--- src/rtl/if_fetch_unit_if.sv ---
// Instruction-memory request/response bundle: req/ack handshake plus rvalid/rdata return.
// Fetch side drives the request as master; memory is the slave.
interface if_fetch_unit_if #(
   parameter int ADDR_W = 64,
   parameter int INST_W = 32
);
   logic              imem_req;
   logic [ADDR_W-1:0] imem_addr;
   logic              imem_ack;
   logic              imem_rvalid;
   logic [INST_W-1:0] imem_rdata;

   modport master (
      output imem_req,
      output imem_addr,
      input  imem_ack,
      input  imem_rvalid,
      input  imem_rdata
   );

   modport slave (
      input  imem_req,
      input  imem_addr,
      output imem_ack,
      output imem_rvalid,
      output imem_rdata
   );
endinterface

--- src/rtl/if_fetch_unit.sv ---
// IF stage: one outstanding imem access, one-entry instruction buffer toward IF/ID; optional IF_FETCH_PERF_EN counters.
// Latency: inst valid the cycle after imem_rvalid; stalls PC while an access is outstanding or buffer is blocked.
// Backpressure: id_ready low with a full buffer suppresses new requests; flush kills buffer and in-flight data.
module if_fetch_unit #(
   parameter int ADDR_W = 64,
   parameter int INST_W = 32
) (
   input  logic              clk,
   input  logic              rstn,
   input  logic [ADDR_W-1:0] pc,
   input  logic              if_request,
   input  logic              flush,
   input  logic              id_ready,
   if_fetch_unit_if.master   imem,
   output logic [INST_W-1:0] inst_out,
   output logic [ADDR_W-1:0] pc_out,
   output logic              valid_out,
   output logic              stall_if
`ifdef IF_FETCH_PERF_EN
   ,
   output logic [31:0]       perf_fetch_cnt,
   output logic [31:0]       perf_stall_cnt
`endif
);

   typedef enum logic [1:0] {
      S_IDLE = 2'd0,
      S_WAIT = 2'd1,
      S_DROP = 2'd2
   } state_t;

   state_t            state_q, state_d;
   logic [ADDR_W-1:0] pc_q, pc_d;
   logic [INST_W-1:0] inst_q, inst_d;
   logic [ADDR_W-1:0] pc_out_q, pc_out_d;
   logic              valid_q, valid_d;
   logic              req;
   logic              accept;
   logic              deliver;

   assign req     = (state_q == S_IDLE) & if_request & ~flush & (~valid_q | id_ready);
   assign accept  = req & imem.imem_ack;
   assign deliver = (state_q == S_WAIT) & imem.imem_rvalid & ~flush;

   always_ff @(posedge clk or negedge rstn) begin
      if (!rstn) begin
         state_q <= S_IDLE;
      end else begin
         state_q <= state_d;
      end
   end

   // A flush in WAIT without data leaves the response still owed; DROP swallows it.
   always_comb begin
      state_d = state_q;
      case (state_q)
         S_IDLE: if (accept) state_d = S_WAIT;
         S_WAIT: begin
            if (imem.imem_rvalid) state_d = S_IDLE;
            else if (flush)       state_d = S_DROP;
         end
         S_DROP: if (imem.imem_rvalid) state_d = S_IDLE;
         default: state_d = S_IDLE;
      endcase
   end

   always_comb begin
      imem.imem_req  = req;
      imem.imem_addr = pc;
      stall_if = ~flush & ( (req & ~imem.imem_ack)
                          | (state_q == S_WAIT)
                          | (state_q == S_DROP)
                          | ((state_q == S_IDLE) & if_request & valid_q & ~id_ready) );
   end

   always_comb begin
      pc_d     = accept ? pc : pc_q;
      inst_d   = inst_q;
      pc_out_d = pc_out_q;
      valid_d  = valid_q;
      // Loading a new instruction takes priority over the consume-clear.
      if (deliver) begin
         inst_d   = imem.imem_rdata;
         pc_out_d = pc_q;
         valid_d  = 1'b1;
      end else if (flush || (valid_q && id_ready)) begin
         valid_d  = 1'b0;
      end
   end

   always_ff @(posedge clk or negedge rstn) begin
      if (!rstn) begin
         pc_q     <= '0;
         inst_q   <= '0;
         pc_out_q <= '0;
         valid_q  <= 1'b0;
      end else begin
         pc_q     <= pc_d;
         inst_q   <= inst_d;
         pc_out_q <= pc_out_d;
         valid_q  <= valid_d;
      end
   end

   assign inst_out  = inst_q;
   assign pc_out    = pc_out_q;
   assign valid_out = valid_q;

`ifdef IF_FETCH_PERF_EN
   logic [31:0] fetch_cnt_q, fetch_cnt_d;
   logic [31:0] stall_cnt_q, stall_cnt_d;

   always_comb begin
      fetch_cnt_d = fetch_cnt_q + {31'd0, (valid_q & id_ready)};
      stall_cnt_d = stall_cnt_q + {31'd0, stall_if};
   end

   always_ff @(posedge clk or negedge rstn) begin
      if (!rstn) begin
         fetch_cnt_q <= '0;
         stall_cnt_q <= '0;
      end else begin
         fetch_cnt_q <= fetch_cnt_d;
         stall_cnt_q <= stall_cnt_d;
      end
   end

   assign perf_fetch_cnt = fetch_cnt_q;
   assign perf_stall_cnt = stall_cnt_q;
`endif

endmodule

--- src/flat_wrapper.sv ---
// flat-port wrapper written by rule: the top's interface ports become plain ports
module if_fetch_unit_flat 
#(
   parameter int ADDR_W = 64,
   parameter int INST_W = 32
)
  (clk, rstn, pc, if_request, flush, id_ready, inst_out, pc_out, valid_out, stall_if, imem_imem_req, imem_imem_addr, imem_imem_ack, imem_imem_rvalid, imem_imem_rdata);
  if_fetch_unit_if #(.ADDR_W(ADDR_W), .INST_W(INST_W)) imem_i ();
  input  logic clk;
  input  logic rstn;
  input  logic [ADDR_W-1:0] pc;
  input  logic if_request;
  input  logic flush;
  input  logic id_ready;
  output logic [INST_W-1:0] inst_out;
  output logic [ADDR_W-1:0] pc_out;
  output logic valid_out;
  output logic stall_if;
  output wire logic [$bits(imem_i.imem_req)-1:0] imem_imem_req;
  output wire logic [$bits(imem_i.imem_addr)-1:0] imem_imem_addr;
  input wire logic [$bits(imem_i.imem_ack)-1:0] imem_imem_ack;
  input wire logic [$bits(imem_i.imem_rvalid)-1:0] imem_imem_rvalid;
  input wire logic [$bits(imem_i.imem_rdata)-1:0] imem_imem_rdata;
  assign imem_imem_req = imem_i.imem_req;
  assign imem_imem_addr = imem_i.imem_addr;
  assign imem_i.imem_ack = imem_imem_ack;
  assign imem_i.imem_rvalid = imem_imem_rvalid;
  assign imem_i.imem_rdata = imem_imem_rdata;
  if_fetch_unit #(.ADDR_W(ADDR_W), .INST_W(INST_W)) u_core (.clk(clk), .rstn(rstn), .pc(pc), .if_request(if_request), .flush(flush), .id_ready(id_ready), .imem(imem_i), .inst_out(inst_out), .pc_out(pc_out), .valid_out(valid_out), .stall_if(stall_if));
endmodule
--- config.mk ---
export PLATFORM = sky130hd
export DESIGN_NAME = if_fetch_unit_flat
export DESIGN_NICKNAME = d
export VERILOG_FILES = /design/src/rtl/if_fetch_unit_if.sv /design/src/rtl/if_fetch_unit.sv /design/src/flat_wrapper.sv
export SDC_FILE = /design/constraint.sdc
export NUM_CORES = 1
export LEC_CHECK = 0
export CORE_AREA = 2 2 133 135
export DETAILED_ROUTE_END_ITERATION = 12
export DIE_AREA = 0 0 135 137
export HOLD_SLACK_MARGIN = 0.05
export PLACE_DENSITY_LB_ADDON = 0.15
export SYNTH_ARGS = -nofsm -noshare
export SYNTH_HDL_FRONTEND = slang
export SYNTH_SLANG_ARGS = --single-unit
--- constraint.sdc ---
create_clock -name clk -period 3 [get_ports clk]
set_input_delay 0.45 -clock clk [delete_from_list [all_inputs] [get_ports clk]]
set_output_delay 0.45 -clock clk [all_outputs]
set_load 0.05 [all_outputs]
==> results of run 1 <==
## cell type report
cell class	instances	share of cell area
multi-input combinational	175	0.205
clock inverter	13	0.0233
tap	225	0.0287
sequential	163	0.415
clock buffer	19	0.0451
timing repair buffer	273	0.283
## metrics by stage
| step | std cells | setup slack (ns) | util | total power, mW | hold WS, ns |
|---|---|---|---|---|---|
| 2_1_floorplan | 420 | 1.15 | - | 6.07 | 0.154 |
| 3_3_place_gp | 835 | 0.417 | 0.536 | 7.49 | 0.480 |
| 3_5_place_dp | 835 | 0.396 | 0.536 | 7.56 | 0.487 |
| 4_1_cts | 868 | 0.392 | 0.576 | 10.0 | 0.501 |
| 5_1_grt | 868 | 0.287 | 0.576 | 10.3 | 0.511 |
| 6_report | 868 | 0.395 | 0.576 | 9.91 | 0.495 |
## power by group
group          switching, mW  internal (mW)
clock                  0.840           1.58
combinational           2.56           1.65
sequential             0.358           2.92
## state kept, by name, summed over array words and instances (netlist names)
| signal | flops |
|---|---|
| u_core.pc_q | 64 |
| u_core.valid_out | 1 |
| u_core.inst_out | 32 |
| u_core.pc_out | 64 |
| u_core.state_q | 2 |
## placed cells by master, fill, tap and decap left out
cell type          n
nand2b_1           1
o21bai_1           1
a21oi_1            2
clkbuf_16         17
buf_6              1
or2b_1             1
dlygate4sd3_1      1
mux2_2           131
and3_1             1
inv_6              1
clkinv_2           3
nor2b_1            1
o31a_1             1
bufinv_16          6
clkbuf_1           1
clkdlybuf4s50_1  264
nand2_1            1
nand4_1            1
dfrtp_1          163
clkbuf_8           1
mux2_4            29
a21boi_0           1
buf_12             5
clkinv_4           2
buf_4              2
clkinvlp_4         1
and3_4             1
o21ai_0            1
nor2_2             1
nand3b_1           1
## worst max path at each step
stage | slack (ns) | start | cells past startpoint | to
final | 0.39 | id_ready | 5 | stall_if
after detailed placement | 0.40 | id_ready | 5 | stall_if
after floorplan | 1.15 | u_core.valid_out | 3 | stall_if
after global placement | 0.42 | id_ready | 5 | stall_if
after CTS | 0.39 | id_ready | 5 | stall_if
after global routing | 0.29 | id_ready | 5 | stall_if
## metal layers
layer,part of all wire,up-vias
met4,0.020,0
met3,0.062,19
met1,0.39,2016
li1,-,1823
met5,0,-
met2,0.53,145
## cells by family (layout without fill, tap and decap cells)
kind of cell / after synthesis / in the layout / synth area share
buffers and inverters: 82 / 305 / 0.0967
muxes: 160 / 160 / 0.283
AOI/OAI and AO/OA: 6 / 6 / 0.00575
and+or+nand+nor: 9 / 9 / 0.00910
DFF: 163 / 163 / 0.605
==> metrics.md, run 1 <==
| Metric | Value |
|---|---|
| Status | `completed` |
| Hold path start | `u_core.pc_q[13]` |
| Initial core utilization | `0.395` |
| Crit-path max cell delay | `~0.80 ns` |
| I/O Buffers | `265` |
| Die area | `~0.018 mm²` |
| Synth cell types | `21` |
| First-pass GRT wire length | `21900 µm` |
| Top delay family on crit path | `buffers and inverters` |
| Final min period | `roughly 2.6 ns` |
| Critical-path top delay cell | `clkdlybuf4s50_1` |
| Largest net degree at the start of global routing | `68` |
| # nets final | `733` |
| Synthesized area per cell | `16.1 µm²` |
| Die Wd | `135 µm` |
| Antenna-violating nets left | `0` |
| Max frequency | `0.384 GHz` |
| Mapped Nets | `roughly 520` |
| Global route hottest layer | `met2` |
| RR Startpoint | `u_core.state_q[1]` |
| Clock Latency Late Sink | `0.42 ns` |
| Setup TNS | `0 ns` |
| CP Cell Sequence | `clkdlybuf4s50_1, nand2b_1, a21boi_0, o31a_1, clkdlybuf4s50_1` |
| Reg2Reg Depth | `4` |
| Hold crit path type | `flip-flop to flip-flop` |
| Share of layout cells above drive strength 1 | `0.313` |
| Prevailing post-synth register cell | `dfrtp_1` |
| Bufs and invs on worst path | `2` |
| Ys async rst share | `1.00` |
| Most common cell in the netlist | `dfrtp_1` |
| Area of the multi-input gates | `slightly above 0.002 mm²` |
| CTS sink cnt | `roughly 160` |
| Fin. max-slew vios | `0` |
| Synth Warn # | `0` |
| Setup repair after global routing missed its margin | `false` |
| Slew of the pin with the lowest slew margin | `0.609 ns` |
| Largest buffer count on any clock path | `2` |
| Grt met1 use | `0.178` |
| Io pins | `between 200 and 300` |
| Clock slew seen by the registers of the worst setup and hold paths | `roughly 0.06 ns` |
| Post-CTS setup repair buffer count | `0` |
| Top cells by area, synth | `dfrtp_1, mux2_2, buf_4, mux2_4, buf_6` |
| Die Ht | `137 µm` |
| DRC | `0` |
| Lkg Pwr | `between 4 and 5 nW` |
| # diodes | `0` |
| CP most frequent cell | `clkdlybuf4s50_1` |
| CTS H-tree depth | `4` |
| Dpl cell area | `0.00914 mm²` |
| All-layer global routing usage | `0.154` |
| Max-Cap Viols | `0` |
| Peak supply drop | `0.000410 V` |
| GPL Wtd Cong | `slightly above 0.7` |
| DRT iter0 DRCs | `101` |
| Synth area leader | `dfrtp_1` |
| Yosys reg bits | `between 150 and 200` |
| Initial antenna violation count | `0` |
| Post-DP HPWL | `10300 µm` |
| Post-Route Skew | `between 0.01 and 0.015 ns` |
| Total via count in the routed design | `4003` |
| Worst R2R Setup Slack | `~1.2 ns` |
| WL final | `between 10000 and 15000 µm` |
| Root Driver | `clkbuf_16` |
| Row cnt | `between 40 and 50` |
| Final hold vios | `0` |
| Reg2Reg Capture Point | `u_core.pc_out[62]` |
| CP Data Arrival Time | `2.16 ns` |
| GRT overflow | `0` |
| Vias in the first global route | `4219` |
| Worst Hold End | `u_core.pc_out[13]` |
| # hold bufs at CTS | `1` |
| Sequential cell area fraction in the yosys report | `0.605` |
| Post-synth top area share | `0.605` |
| Core Area | `0.0171 mm²` |
| CTS tree | `built` |
| Max_slew headroom | `0.594` |
| Crit. End Element | `primary output` |
| Post-CTS Resized | `0` |
| Seq. cell area | `0.00408 mm²` |
| Filler Cell Count | `1386` |
| Worst Hold Depth | `1` |
| TritonRoute pass-1 iters | `4` |
| Most frequent cells after synthesis | `dfrtp_1, mux2_2, buf_4` |
| Met3 Use GR | `0.0426` |
| Critical Path RT | `2.55 ns` |
| Final instance area | `0.00982 mm²` |
| CTS buffer count | `17` |
| Vias per inst | `about 4.6` |
| Setup violations, final | `0` |
| Met2 Track Usage GR | `0.271` |
| Critical Path Fanout Max | `4` |
| Post-synth EDFFs | `0` |
| Avg WL per Cell | `16.5 µm` |
| Final period util | `0.868` |
| CP Class | `input pin to primary output` |
| Setup crit start kind | `input pin` |
| Cells after synthesis | `420` |
| Power per cell area | `1010 mW/mm²` |
| Area of the mapped netlist | `0.00674 mm²` |
| Area Overhead vs Synth | `45.7%` |
Power figures use the tool's default switching activity.
==> run 2: changes to the inputs <==
CORE_AREA = 2 2 171 106   (was 2 2 133 135)
DIE_AREA = 0 0 173 108   (was 0 0 135 137)
MAX_ROUTING_LAYER = met4   (was default)
==> metrics.md, run 2 (synthesis results as in run 1) <==
| Metric | Value |
|---|---|
| Vias per inst | `4.54 (was 4.61)` |
| Vias in the first global route | `4330 (was 4219)` |
| Post-layout util | `0.578 (was 0.576)` |
| # hold bufs at CTS | `0 (was 1)` |
| TritonRoute pass-1 iters | `6 (was 4)` |
| All-layer global routing usage | `0.171 (was 0.154)` |
| Post-DP HPWL | `11100 µm (was 10300 µm)` |
| Avg WL per Cell | `17.2 µm (was 16.5 µm)` |
| Critical Path RT | `2.55 ns (about the same)` |
| RR Startpoint | `u_core.state_q[1] (unchanged)` |
| Worst R2R Setup Slack | `0.97 ns (was 1.20 ns)` |
| Most frequent cells in the layout | `clkdlybuf4s50_1, dfrtp_1, mux2_2 (unchanged)` |
| Die Ht | `108 µm (was 137 µm)` |
| Final hold vios | `0 (unchanged)` |
| Placement Setup Slack | `0.405 ns (was 0.396 ns)` |
| CTS sink cnt | `163 (unchanged)` |
| CTS H-tree depth | `4 (unchanged)` |
| Largest net degree at the start of global routing | `75 (was 68)` |
| Setup TNS | `0 ns (unchanged)` |
| Root Driver | `clkbuf_16 (unchanged)` |
| Row cnt | `37 (was 48)` |
| CP Class | `input pin to primary output (unchanged)` |
| Met2 Track Usage GR | `0.274 (was 0.271)` |
| Peak supply drop | `0.000533 V (was 0.000410 V)` |
| Initial antenna violation count | `0 (unchanged)` |
| Dpl cell area | `0.00923 mm² (was 0.00914 mm²)` |
| Hold crit path type | `input pin to async pin (was flip-flop to flip-flop)` |
| Setup crit start kind | `input pin (unchanged)` |
| Post-CTS setup repair buffer count | `0 (unchanged)` |
| GRT overflow | `0 (unchanged)` |
| Initial core utilization | `0.398 (was 0.395)` |
| Largest buffer count on any clock path | `2 (unchanged)` |
| Clock slew seen by the registers of the worst setup and hold paths | `0.06 ns (about the same)` |
| CP Data Arrival Time | `2.14 ns (was 2.16 ns)` |
| Area Overhead vs Synth | `45.2% (was 45.7%)` |
| Max_slew headroom | `0.520 (was 0.594)` |
| # diodes | `0 (unchanged)` |
| Setup violations, final | `0 (unchanged)` |
| Die Wd | `173 µm (was 135 µm)` |
| Post-Route Skew | `0.0104 ns (was 0.0123 ns)` |
| Worst setup margin | `0.409 ns (was 0.395 ns)` |
| CTS buffer count | `17 (unchanged)` |
| Antenna-violating nets left | `0 (unchanged)` |
| Grt met1 use | `0.204 (was 0.178)` |
| # nets final | `737 (was 733)` |
| Filler Cell Count | `1385 (was 1386)` |
| Max frequency | `0.386 GHz (was 0.384 GHz)` |
| Status | `completed (unchanged)` |
| Max-Cap Viols | `0 (unchanged)` |
| Final min period | `2.59 ns (was 2.61 ns)` |
| Final instance area | `0.00979 mm² (was 0.00982 mm²)` |
| I/O Buffers | `265 (unchanged)` |
| Total via count in the routed design | `3996 (was 4003)` |
| Io pins | `266 (unchanged)` |
| GPL Wtd Cong | `0.749 (was 0.719)` |
| Total power draw | `9.58 mW (was 9.91 mW)` |
| Final period util | `0.864 (was 0.868)` |
| Fin. max-slew vios | `0 (unchanged)` |
| Clock Latency Late Sink | `0.40 ns (was 0.42 ns)` |
| Crit. End Element | `primary output (unchanged)` |
| Met3 Use GR | `0.0689 (was 0.0426)` |
| Die area | `0.0187 mm² (was 0.0185 mm²)` |
| Setup repair after global routing missed its margin | `false (unchanged)` |
| Reg2Reg Depth | `4 (unchanged)` |
| Lkg Pwr | `4.15 nW (was 4.18 nW)` |
| WL final | `15100 µm (was 14300 µm)` |
| Placed Cells | `849 (was 835)` |
| Critical Path Fanout Max | `4 (unchanged)` |
| Reg2Reg Capture Point | `u_core.pc_q[4] (was u_core.pc_out[62])` |
| Power per cell area | `979 mW/mm² (was 1010 mW/mm²)` |
| Most common cell after layout, fill and taps aside | `clkdlybuf4s50_1 (unchanged)` |
| Worst hold margin | `0.0523 ns (was 0.495 ns)` |
| Final Non-Filler Cells | `880 (was 868)` |
| DRC | `0 (unchanged)` |
| First-pass GRT wire length | `23600 µm (was 21900 µm)` |
| Core Area | `0.0169 mm² (was 0.0171 mm²)` |
| DRT iter0 DRCs | `179 (was 101)` |
| CTS tree | `built (unchanged)` |
| Share of layout cells above drive strength 1 | `0.317 (was 0.313)` |
| Global route hottest layer | `met2 (unchanged)` |
| Slew of the pin with the lowest slew margin | `0.720 ns (was 0.609 ns)` |
| Post-CTS Resized | `0 (unchanged)` |
[run 2: critical path: stages]
cell and delay (ns):
clkdlybuf4s50_1 0.39, nand2b_1 0.17, a21boi_0 0.19, o31a_1 0.14, clkdlybuf4s50_1 0.79
[run 2: layout make-up]
type	count	area (µm²)	share of cell area
sequential	163	4080	0.417
timing repair buffer	277	2840	0.290
multi-input combinational	175	2010	0.205
clock buffer	19	443	0.0452
tap	234	293	0.0299
clock inverter	12	121	0.0124
[run 2: power breakdown]
group          internal [mW]  switching, mW  leakage (nW)
registers               2.92          0.365          1.99
logic                   1.66           2.59          1.90
clock network           1.18          0.882         0.263
total                   5.75           3.83          4.15
[run 2: worst max-delay path by stage]
stage / from / end / slack [ns]
after floorplan: u_core.valid_out / stall_if / 1.15
after global placement: id_ready / stall_if / 0.40
after detailed placement: id_ready / stall_if / 0.41
after CTS: id_ready / stall_if / 0.41
after global routing: id_ready / stall_if / 0.35
final: id_ready / stall_if / 0.41
[run 2: metal layers]
metal / share of wire / vias to the layer above
li1: - / 1827
met1: 0.43 / 2007
met2: 0.48 / 160
met3: 0.084 / 2
met4: 0.0029 / 0
met5: 0 / -
==> run 3: changes to the inputs <==
ABC_AREA = 1   (was default)
CORE_AREA = 5 5 177 111   (was 2 2 171 106)
DIE_AREA = 0 0 182 116   (was 0 0 173 108)
==> metrics.md, run 3 <==
| Metric | Value |
|---|---|
| Largest net degree at the start of global routing | `134 (was 75)` |
| Hold crit path type | `input pin to async pin (unchanged)` |
| CP Cell Sequence | `clkdlybuf4s50_1, clkdlybuf4s50_1 (was clkdlybuf4s50_1, nand2b_1, a21boi_0, o31a_1, clkdlybuf4s50_1)` |
| Max Used Layer | `met4 (unchanged)` |
| Post-Route Skew | `0.0138 ns (was 0.0104 ns)` |
| Post-CTS Resized | `0 (unchanged)` |
| Initial antenna violation count | `0 (unchanged)` |
| I/O Buffers | `265 (unchanged)` |
| CP Class | `input pin to primary output (unchanged)` |
| TritonRoute pass-1 iters | `4 (was 6)` |
| Die Ht | `116 µm (was 108 µm)` |
| Status | `completed (unchanged)` |
| Sequential cell area fraction in the yosys report | `0.585 (was 0.605)` |
| Crit. End Element | `primary output (unchanged)` |
| Slew of the pin with the lowest slew margin | `0.675 ns (was 0.720 ns)` |
| CTS sink cnt | `163 (unchanged)` |
| Max_slew headroom | `0.550 (was 0.520)` |
| Met3 routed WL | `1440 µm (was 1280 µm)` |
| GPL Wtd Cong | `0.763 (was 0.749)` |
| Die area | `0.0211 mm² (was 0.0187 mm²)` |
| Metal-1 WL | `8510 µm (was 6480 µm)` |
| Antenna-violating nets left | `0 (unchanged)` |
| Post-synth top area share | `0.585 (was 0.605)` |
| Post-synth EDFFs | `0 (unchanged)` |
| Most frequent cells after synthesis | `nand2_1, dfrtp_1, inv_1 (was dfrtp_1, mux2_2, buf_4)` |
| Critical-path top delay cell | `clkdlybuf4s50_1 (unchanged)` |
| Synth cell types | `17 (was 21)` |
| Ys async rst share | `1.00 (unchanged)` |
| Total via count in the routed design | `5279 (was 3996)` |
| Lkg Pwr | `4.79 nW (was 4.15 nW)` |
| Mapped Nets | `879 (was 523)` |
| Core Area | `0.0177 mm² (was 0.0169 mm²)` |
| Synth Warn # | `0 (unchanged)` |
| Most common cell in the netlist | `nand2_1 (was dfrtp_1)` |
| Critical Path RT | `2.55 ns (about the same)` |
| Max frequency | `0.445 GHz (was 0.386 GHz)` |
| Largest buffer count on any clock path | `2 (unchanged)` |
| Final min period | `2.25 ns (was 2.59 ns)` |
| First-pass GRT wire length | `27800 µm (was 23600 µm)` |
| Most frequent cells in the layout | `clkdlybuf4s50_1, nand2_1, dfrtp_1 (was clkdlybuf4s50_1, dfrtp_1, mux2_2)` |
| WL final | `17700 µm (was 15100 µm)` |
| Critical Path Fanout Max | `2 (was 4)` |
| Setup repair after global routing missed its margin | `false (unchanged)` |
| CP most frequent cell | `clkdlybuf4s50_1 (unchanged)` |
| Setup TNS | `0 ns (unchanged)` |
| Row cnt | `38 (was 37)` |
| Crit-path max cell delay | `0.83 ns (was 0.79 ns)` |
| Clock Latency Late Sink | `0.42 ns (was 0.40 ns)` |
| Avg WL per Cell | `14.5 µm (was 17.2 µm)` |
| Cells after synthesis | `776 (was 420)` |
| CTS tree | `built (unchanged)` |
| Setup violations, final | `0 (unchanged)` |
| Top delay family on crit path | `buffers and inverters (unchanged)` |
| Clock slew seen by the registers of the worst setup and hold paths | `0.07 ns (was 0.06 ns)` |
| Root Driver | `clkbuf_16 (unchanged)` |
| Power per cell area | `868 mW/mm² (was 979 mW/mm²)` |
| Initial core utilization | `0.393 (was 0.398)` |
| Met2 WL | `7610 µm (was 7300 µm)` |
| All-layer global routing usage | `0.171 (about the same)` |
| Setup crit start kind | `input pin (unchanged)` |
| Synth area leader | `dfrtp_1 (unchanged)` |
| # diodes | `0 (unchanged)` |
| Max-Cap Viols | `0 (unchanged)` |
| Most common cell after layout, fill and taps aside | `clkdlybuf4s50_1 (unchanged)` |
| Synthesized area per cell | `8.99 µm² (was 16.1 µm²)` |
| Die Wd | `182 µm (was 173 µm)` |
| Bufs and invs on worst path | `2 (unchanged)` |
| CTS buffer count | `17 (unchanged)` |
| Yosys reg bits | `163 (unchanged)` |
| Final hold vios | `0 (unchanged)` |
| Io pins | `266 (unchanged)` |
| CTS H-tree depth | `4 (unchanged)` |
| CP Data Arrival Time | `1.80 ns (was 2.14 ns)` |
| Peak supply drop | `0.000371 V (was 0.000533 V)` |
| Area of the mapped netlist | `0.00697 mm² (was 0.00674 mm²)` |
| Fin. max-slew vios | `0 (unchanged)` |
| Area Overhead vs Synth | `41.8% (was 45.2%)` |
| Post-CTS setup repair buffer count | `0 (unchanged)` |
| # hold bufs at CTS | `0 (unchanged)` |
| Post-DP HPWL | `12300 µm (was 11100 µm)` |
| Top cells by area, synth | `dfrtp_1, nand2_1, buf_4, o21ai_1, inv_1 (was dfrtp_1, mux2_2, buf_4, mux2_4, buf_6)` |
| Final period util | `0.750 (was 0.864)` |
| Vias per inst | `4.34 (was 4.54)` |
| Vias in the first global route | `5106 (was 4330)` |
| DRC | `0 (unchanged)` |
| Prevailing post-synth register cell | `dfrtp_1 (unchanged)` |
| # nets final | `1065 (was 737)` |
| Post-layout util | `0.558 (was 0.578)` |
| GRT overflow | `0 (unchanged)` |
| Share of layout cells above drive strength 1 | `0.0523 (was 0.317)` |
| DRT iter0 DRCs | `358 (was 179)` |
run 3: changes by cell type in the layout (fill, tap and decap cells not counted), sizes merged, moves of 2 or more:
cell           before  now
clkinvlp            4    0
clkinv              3    5
nand3               0   67
clkdlybuf4s50     264  261
nor2                1    5
and3                2    0
mux2              160    0
nand2               1  230
o21ai               1   98
inv                 4  111
run 3: cell families after synthesis:
family	Yosys count	synth area share
AOI/OAI and AO/OA	100	0.0720
buffers and inverters	210	0.166
DFF	163	0.585
and+or+nand+nor	303	0.177
run 3: path summary, 6_finish.rpt:
| check | start | endpoint | slack, ns | cells after the start |
|---|---|---|---|---|
| worst max-delay path | pc[43] | imem_imem_addr[43] | 0.75 | 2 |
| worst min-delay path | rstn | u_core.pc_out[22] | 0.04 | 1 |
| worst max register to register | u_core.state_q[1] | u_core.pc_q[24] | 1.36 | 7 |
| worst min register to register | u_core.pc_q[61] | u_core.pc_q[61] | 0.47 | 2 |
| max in group asynchronous | rstn | u_core.pc_out[47] | 2.23 | 2 |
| min in group clk | u_core.pc_q[61] | u_core.pc_q[61] | 0.47 | 2 |
run 3: through the flow:
stage / power, mW / cell area (µm²) / cells / hold slack (ns) / worst slack, ns
detailed placement: 6.57 / 9320 / 1183 / 0.458 / 0.748
global placement: 6.55 / 9320 / 1183 / 0.454 / 0.746
global route: 9.03 / 9890 / 1215 / 0.0871 / 0.650
CTS: 8.70 / 9890 / 1215 / 0.0746 / 0.747
floorplan: 5.31 / 6970 / 776 / 0.154 / 0.849
finish: 8.58 / 9890 / 1215 / 0.0440 / 0.751
run 3: layout make-up:
| class | instances | area (µm²) |
|---|---|---|
| Tap cell | 240 | 300 |
| Multi-Input combinational cell | 403 | 1760 |
| Clock inverter | 12 | 115 |
| Inverter | 104 | 390 |
| Clock buffer | 20 | 457 |
| Timing Repair Buffer | 273 | 2790 |
| Sequential cell | 163 | 4080 |
| Fill cell | 1630 | 7850 |
run 3: power by group:
group / internal (mW) / leakage [nW] / switching (mW)
logic: 1.14 / 2.42 / 2.29
clock network: 1.14 / 0.283 / 0.941
registers: 2.77 / 2.09 / 0.299
run 3: layer usage:
| layer | track usage | vias up |
|---|---|---|
| met5 | - | - |
| met4 | 0.0360 | 0 |
| met3 | 0.0605 | 11 |
| met2 | 0.248 | 176 |
| met1 | 0.232 | 2371 |
| li1 | - | 2721 |
